[src/rtl/mips_multicycle_core.sv]
// Multi-cycle MIPS-I subset core: one req/ack memory port shared by fetch and data access,
// sequenced by a FETCH/DECODE/EXEC/MEM/WB/HALT state machine.
module mips_multicycle_core #(
  parameter logic [31:0] RESET_PC = 32'h0000_0000,
  parameter int unsigned ADDR_W   = 32
) (
  input  logic              clk,
  input  logic              rst,
  output logic              mem_req,
  output logic              mem_we,
  output logic [ADDR_W-1:0] mem_addr,
  output logic [31:0]       mem_wdata,
  input  logic [31:0]       mem_rdata,
  input  logic              mem_ack,
  output logic [31:0]       pc,
  output logic              retire,
  output logic              halted
);

  localparam int unsigned XLEN  = 32;
  localparam int unsigned REG_N = 32;

  localparam logic [2:0] S_FETCH  = 3'd0;
  localparam logic [2:0] S_DECODE = 3'd1;
  localparam logic [2:0] S_EXEC   = 3'd2;
  localparam logic [2:0] S_MEM    = 3'd3;
  localparam logic [2:0] S_WB     = 3'd4;
  localparam logic [2:0] S_HALT   = 3'd5;

  localparam logic [5:0] OP_RTYPE = 6'h00;
  localparam logic [5:0] OP_J     = 6'h02;
  localparam logic [5:0] OP_JAL   = 6'h03;
  localparam logic [5:0] OP_BEQ   = 6'h04;
  localparam logic [5:0] OP_BNE   = 6'h05;
  localparam logic [5:0] OP_ADDI  = 6'h08;
  localparam logic [5:0] OP_SLTI  = 6'h0A;
  localparam logic [5:0] OP_ANDI  = 6'h0C;
  localparam logic [5:0] OP_ORI   = 6'h0D;
  localparam logic [5:0] OP_LUI   = 6'h0F;
  localparam logic [5:0] OP_LW    = 6'h23;
  localparam logic [5:0] OP_SW    = 6'h2B;

  localparam logic [5:0] F_SLL = 6'h00;
  localparam logic [5:0] F_SRL = 6'h02;
  localparam logic [5:0] F_JR  = 6'h08;
  localparam logic [5:0] F_ADD = 6'h20;
  localparam logic [5:0] F_SUB = 6'h22;
  localparam logic [5:0] F_AND = 6'h24;
  localparam logic [5:0] F_OR  = 6'h25;
  localparam logic [5:0] F_SLT = 6'h2A;

  logic [2:0]      r_state;
  logic [2:0]      w_next;
  logic [XLEN-1:0] r_pc;
  logic [XLEN-1:0] r_npc;
  logic [XLEN-1:0] r_ir;
  logic [XLEN-1:0] r_a;
  logic [XLEN-1:0] r_b;
  logic [XLEN-1:0] r_imm;
  logic [XLEN-1:0] r_aluout;
  logic [XLEN-1:0] r_mdr;
  logic [XLEN-1:0] r_rf [REG_N];

  logic [5:0]      w_op;
  logic [5:0]      w_funct;
  logic [4:0]      w_rs;
  logic [4:0]      w_rt;
  logic [4:0]      w_rd;
  logic [4:0]      w_shamt;
  logic [15:0]     w_imm16;
  logic [25:0]     w_target;
  logic            w_is_r;
  logic            w_is_mem;
  logic            w_is_br;
  logic            w_is_j;
  logic            w_is_jr;
  logic            w_legal;
  logic            w_br_taken;
  logic [XLEN-1:0] w_imm_ext;
  logic [XLEN-1:0] w_alu;
  logic [XLEN-1:0] w_addr_full;

  logic            w_req;
  logic            w_we;
  logic            w_retire;
  logic            w_pc_ld;
  logic [XLEN-1:0] w_pc_nxt;
  logic            w_rf_we;
  logic [4:0]      w_rf_wa;
  logic [XLEN-1:0] w_rf_wd;

  // Instruction field split; all later stages decode straight from IR.
  assign w_op       = r_ir[31:26];
  assign w_rs       = r_ir[25:21];
  assign w_rt       = r_ir[20:16];
  assign w_rd       = r_ir[15:11];
  assign w_shamt    = r_ir[10:6];
  assign w_funct    = r_ir[5:0];
  assign w_imm16    = r_ir[15:0];
  assign w_target   = r_ir[25:0];
  assign w_is_r     = (w_op == OP_RTYPE);
  assign w_is_mem   = (w_op == OP_LW) || (w_op == OP_SW);
  assign w_is_br    = (w_op == OP_BEQ) || (w_op == OP_BNE);
  assign w_is_j     = (w_op == OP_J) || (w_op == OP_JAL);
  assign w_is_jr    = w_is_r && (w_funct == F_JR);
  assign w_br_taken = (w_op == OP_BEQ) ? (r_a == r_b) : (r_a != r_b);

  always_comb begin
    w_legal = 1'b0;
    case (w_op)
      OP_RTYPE: begin
        case (w_funct)
          F_ADD, F_SUB, F_AND, F_OR, F_SLT, F_SLL, F_SRL, F_JR: w_legal = 1'b1;
          default: w_legal = 1'b0;
        endcase
      end
      OP_J, OP_JAL, OP_BEQ, OP_BNE, OP_ADDI, OP_SLTI,
      OP_ANDI, OP_ORI, OP_LUI, OP_LW, OP_SW: w_legal = 1'b1;
      default: w_legal = 1'b0;
    endcase
  end

  // Logical immediates zero-extend, lui pre-shifts, everything else sign-extends.
  always_comb begin
    case (w_op)
      OP_ANDI, OP_ORI: w_imm_ext = {16'h0000, w_imm16};
      OP_LUI:          w_imm_ext = {w_imm16, 16'h0000};
      default:         w_imm_ext = {{16{w_imm16[15]}}, w_imm16};
    endcase
  end

  always_comb begin
    w_alu = '0;
    if (w_is_r) begin
      case (w_funct)
        F_ADD:   w_alu = r_a + r_b;
        F_SUB:   w_alu = r_a - r_b;
        F_AND:   w_alu = r_a & r_b;
        F_OR:    w_alu = r_a | r_b;
        F_SLT:   w_alu = {31'd0, ($signed(r_a) < $signed(r_b))};
        F_SLL:   w_alu = r_b << w_shamt;
        F_SRL:   w_alu = r_b >> w_shamt;
        default: w_alu = '0;
      endcase
    end else begin
      case (w_op)
        OP_ADDI, OP_LW, OP_SW: w_alu = r_a + r_imm;
        OP_SLTI: w_alu = {31'd0, ($signed(r_a) < $signed(r_imm))};
        OP_ANDI: w_alu = r_a & r_imm;
        OP_ORI:  w_alu = r_a | r_imm;
        OP_LUI:  w_alu = r_imm;
        default: w_alu = '0;
      endcase
    end
  end

  always_ff @(posedge clk) begin
    if (rst) r_state <= S_FETCH;
    else     r_state <= w_next;
  end

  always_comb begin
    w_next   = r_state;
    w_req    = 1'b0;
    w_we     = 1'b0;
    w_retire = 1'b0;
    w_pc_ld  = 1'b0;
    w_pc_nxt = r_npc;
    w_rf_we  = 1'b0;
    w_rf_wa  = 5'd0;
    w_rf_wd  = r_aluout;
    case (r_state)
      S_FETCH: begin
        w_req = 1'b1;
        if (mem_ack) w_next = S_DECODE;
      end
      S_DECODE: w_next = w_legal ? S_EXEC : S_HALT;
      S_EXEC: begin
        if (w_is_mem) begin
          w_next = (w_alu[1:0] != 2'b00) ? S_HALT : S_MEM;
        end else if (w_is_br) begin
          w_pc_ld  = 1'b1;
          w_retire = 1'b1;
          w_next   = S_FETCH;
          if (w_br_taken) w_pc_nxt = r_npc + (r_imm << 2);
        end else if (w_is_j) begin
          w_pc_ld  = 1'b1;
          w_retire = 1'b1;
          w_next   = S_FETCH;
          w_pc_nxt = {r_npc[31:28], w_target, 2'b00};
          if (w_op == OP_JAL) begin
            w_rf_we = 1'b1;
            w_rf_wa = 5'd31;
            w_rf_wd = r_npc;
          end
        end else if (w_is_jr) begin
          // A misaligned jump target would produce a misaligned fetch.
          if (r_a[1:0] != 2'b00) begin
            w_next = S_HALT;
          end else begin
            w_pc_ld  = 1'b1;
            w_retire = 1'b1;
            w_pc_nxt = r_a;
            w_next   = S_FETCH;
          end
        end else begin
          w_next = S_WB;
        end
      end
      S_MEM: begin
        w_req = 1'b1;
        w_we  = (w_op == OP_SW);
        if (mem_ack) begin
          if (w_op == OP_SW) begin
            w_retire = 1'b1;
            w_pc_ld  = 1'b1;
            w_next   = S_FETCH;
          end else begin
            w_next = S_WB;
          end
        end
      end
      S_WB: begin
        w_rf_we  = 1'b1;
        w_rf_wa  = w_is_r ? w_rd : w_rt;
        w_rf_wd  = (w_op == OP_LW) ? r_mdr : r_aluout;
        w_retire = 1'b1;
        w_pc_ld  = 1'b1;
        w_next   = S_FETCH;
      end
      S_HALT:  w_next = S_HALT;
      default: w_next = S_HALT;
    endcase
  end

  // Datapath registers and register file; $0 is never written so it always reads zero.
  always_ff @(posedge clk) begin
    if (rst) begin
      r_pc     <= RESET_PC;
      r_npc    <= '0;
      r_ir     <= '0;
      r_a      <= '0;
      r_b      <= '0;
      r_imm    <= '0;
      r_aluout <= '0;
      r_mdr    <= '0;
      for (int i = 0; i < REG_N; i++) r_rf[i] <= '0;
    end else begin
      if (r_state == S_FETCH && mem_ack) begin
        r_ir  <= mem_rdata;
        r_npc <= r_pc + 32'd4;
      end
      if (r_state == S_DECODE) begin
        r_a   <= r_rf[w_rs];
        r_b   <= r_rf[w_rt];
        r_imm <= w_imm_ext;
      end
      if (r_state == S_EXEC) r_aluout <= w_alu;
      if (r_state == S_MEM && mem_ack && w_op == OP_LW) r_mdr <= mem_rdata;
      if (w_pc_ld) r_pc <= w_pc_nxt;
      if (w_rf_we && w_rf_wa != 5'd0) r_rf[w_rf_wa] <= w_rf_wd;
    end
  end

  // Reset forces the bus idle immediately, before the state register is cleared.
  assign w_addr_full = (r_state == S_MEM) ? r_aluout : r_pc;
  assign mem_req     = w_req & ~rst;
  assign mem_we      = w_we & ~rst;
  assign mem_addr    = ADDR_W'(w_addr_full);
  assign mem_wdata   = r_b;
  assign pc          = rst ? RESET_PC : r_pc;
  assign retire      = w_retire & ~rst;
  assign halted      = (r_state == S_HALT) & ~rst;

endmodule
[config.mk]
export PLATFORM = sky130hd
export DESIGN_NAME = mips_multicycle_core
export DESIGN_NICKNAME = d
export VERILOG_FILES = /design/src/rtl/mips_multicycle_core.sv
export SDC_FILE = /design/constraint.sdc
export NUM_CORES = 2
export LEC_CHECK = 0
export BUFFER_PORTS_ARGS = -buffer_cell sky130_fd_sc_hd__buf_2
export CAP_MARGIN = 15
export CORE_MARGIN = 8
export CORE_UTILIZATION = 35
export CTS_CLUSTER_DIAMETER = 40
export DETAILED_ROUTE_END_ITERATION = 8
export HOLD_SLACK_MARGIN = 0.1
export PLACE_DENSITY_LB_ADDON = 0.08
export SYNTH_ARGS = -nofsm -noshare
export SYNTH_HDL_FRONTEND = slang
export SYNTH_SLANG_ARGS = --single-unit
[constraint.sdc]
create_clock -name clk -period 7.15 [get_ports clk]
set_clock_uncertainty 0.1 [all_clocks]
set_input_delay 1.43 -clock clk [delete_from_list [all_inputs] [get_ports clk]]
set_output_delay 1.43 -clock clk [all_outputs]
set_load 0.02 [all_outputs]
==> key figures <==
Floorplanning
  • Die Y: 482 um
  • Die area: 232000 sq um
  • # rows: 171
  • Die width: 482 um
  • Core footprint: 216000 sq um
  • Initial core utilization: 0.351
  • # IOs: 135

Routing
  • Starting DRC count in detailed routing: 6746
  • DR WL/cell: 34.8 um
  • Number of vias per cell: roughly 6
  • Via count: 58.9k
  • Detailed Route WL: 334 mm
  • 1st-pass router iterations: 6
  • Antenna viol nets, final: 0
  • DRC Markers: 0

STA
  • Final setup violation count: 0
  • Post-route setup TNS: 0 ns
  • Fmax: 168 MHz
  • Hold_ws: 0.349 ns
  • Rel. slew slack: 0.181
  • Worst-margin pin slew: 1.19 ns
  • Final Max Tran Viols: 0
  • RSZ-0062 raised after global routing: false
  • Tcrit/Tclk final: 0.835
  • Final Hold Viols: 0
  • Fin crit period: 5.97 ns

Final layout
  • Layout area overhead: 18.1%
  • Final Net Count: approximately 6.8k
  • Non-filler cells, final: 9610
  • Finished Core Util: 0.414
  • Layout cells sized above 1: 0.242
  • Fillers: approximately 20k

Clock network
  • Clk sinks: 1283
  • CTS Buf Count: 291
  • Clock-pin slew on the worst setup and hold paths: 0.05 ns
  • CTS root buf: clkbuf_16
  • Clock latency on the worst-skew pair: about 0.91 ns
  • Post-CTS Resized: 0
  • CTS tree: done
  • H-tree levels: 5
  • Post-CTS Setup Inserts: 0
  • CTS Buffer Depth: 4
  • # hold bufs at CTS: 0

Yosys
  • Yosys cell types: 87
  • Synth top area share: 0.405
  • Post-synthesis instance total: 6488
  • Asr flop ratio synth: 0
  • Syn_area_per_cell: 11.7 sq um
  • Largest cells by area after synthesis: edfxtp_1 41%, mux4_2 20%, dfxtp_1 6.8%
  • Yosys top cell by area: edfxtp_1
  • Seq/Total Area, Yosys: 0.474
  • Main synth FF type: edfxtp_1
  • Number of flops mapped to enable cells by yosys: 1024
  • Top-count cell post-synth: nor2_1
  • Synth Warn #: 0
  • Yosys reg bits: about 1.3k
  • Synth cell count leaders: 1349 x nor2_1, 1024 x edfxtp_1, 678 x mux4_2
  • Post-Syn Area: 75900 sq um

Place
  • Gpl congestion: 0.977
  • Port buffer count: 134
  • Cell count after placement: 9102
  • DP HPWL: ~230 mm

GRT
  • Number of global-route vias before repair: 57.2k
  • All-Layer GR Usage: 0.281
  • Largest net degree at the start of global routing: 113
  • First-pass GRT wire length: 464 mm
  • Total gr overflow: 0
  • Initial antenna violation count: 8

Critical path
  • Setup crit end kind: output pin
  • Startpoint Class: register
  • Critical Path RT: 5.62 ns
  • Worst Path Max Fanout: 19
  • Worst Setup Path Type: register to output pin
  • Worst EP arrival: 4.44 ns

Worst hold path
  • Hold Path Class: register to register

Run
  • Max Cap Viol: 0

Pwr
  • Leakage: 0.0300 uW
  • VDD IR max: 0.232 mV
  • Power, Total: 31700 uW
  • Power density cells: 354 nW/um^2

Outcome
  • Status: complete, no violations
critical path, stage by stage (launching register included):
cell and delay (ns):
dfxtp_1 0.79, nor2_1 0.13, nand3_2 0.28, nand3b_1 0.27
nor3_4 0.06, nor2_1 0.82, a21oi_1 0.34, a311oi_4 0.39
nor2_1 0.23, buf_2 0.24
logic make-up after synthesis:
group                      count (synthesis)  synth area share
AOI/OAI and AO/OA                       1120            0.0997
xor gates and xnor gates                  83           0.00958
adders and majority gates                226            0.0377
buffers and inverters                    772            0.0391
DFF                                     1283             0.474
muxes                                    828             0.221
other                                      1         0.0000494
and+or+nand+nor                         2175             0.119
per-layer routing:
metal  routed length [um]  track usage  up-vias
met2               154000        0.448     2855
met4                15200        0.110        0
met5                    0            0        -
met1               139000        0.381    30600
li1                     -            -    24700
met3                25800       0.0508      659
power by group:
group / switching, uW / internal (uW)
Clock: 4330 / 8610
Sequential: 847 / 8540
Combinational: 6110 / 3260
sequential cells by signal, summed over array words and instances, names as in the netlist:
name and count:
mem_wdata 32, r_ir 32, r_npc 32, r_mdr 32, r_aluout 32, r_state 3, r_imm 32, r_rf 1024
r_pc 32, r_a 32
cells in the final DEF, fill, tap and decap left out, drive strengths merged, types with 12 or more instances in the layout:
cell type	Yosys	final
inv	158	178
a211oi	160	160
a21oi	328	328
bufinv	0	28
nand2b	54	54
mux2i	134	134
or3	13	13
nand3	82	82
clkinv	0	93
a211o	12	12
o211ai	33	33
clkinvlp	0	22
o31ai	21	21
mux4	678	678
o21bai	30	30
nor4	23	23
a221oi	60	60
edfxtp	1024	1024
nor2	1351	1351
nor2b	46	46
dfxtp	259	259
nand2	446	446
a221o	20	20
buf	112	344
clkbuf	502	336
a21o	31	31
nor3	76	76
o21ai	157	157
a31oi	37	37
a22o	44	44
mux2	16	16
conb	1	32
xor2	35	35
o221ai	39	39
o22ai	17	17
xnor2	48	48
ha	222	222
and3	20	20
final timing paths:
check,endpoint,slack (ns),cells after the start,from
worst max-delay path,retire,1.18,9,r_ir[27]
worst min-delay path,r_mdr[26],0.35,2,r_mdr[26]
worst max register to register,r_rf[13][12],2.16,9,r_ir[27]
worst min register to register,r_mdr[26],0.35,2,r_mdr[26]
cell type report:
| type | instances | area [sq um] | area share |
|---|---|---|---|
| diodes | 8 | 20.0 | 0.000223 |
| multi-input cells | 4464 | 37700 | 0.420 |
| clock buffers | 336 | 7650 | 0.0853 |
| clock inverters | 163 | 1690 | 0.0188 |
| repair buffers | 344 | 2440 | 0.0273 |
| inverters | 158 | 593 | 0.00662 |
| flip-flops and latches | 1283 | 36000 | 0.401 |
| well taps | 2854 | 3570 | 0.0398 |
through the flow:
| step | setup slack [ns] | area (sq um) |
|---|---|---|
| 2_1_floorplan | 3.06 | 76000 |
| 3_3_place_gp | 2.28 | 80200 |
| 3_5_place_dp | 2.19 | 80300 |
| 4_1_cts | 1.26 | 89600 |
| 5_1_grt | 0.970 | 89600 |
| 6_report | 1.18 | 89600 |
(Power assumes the default switching activity.)
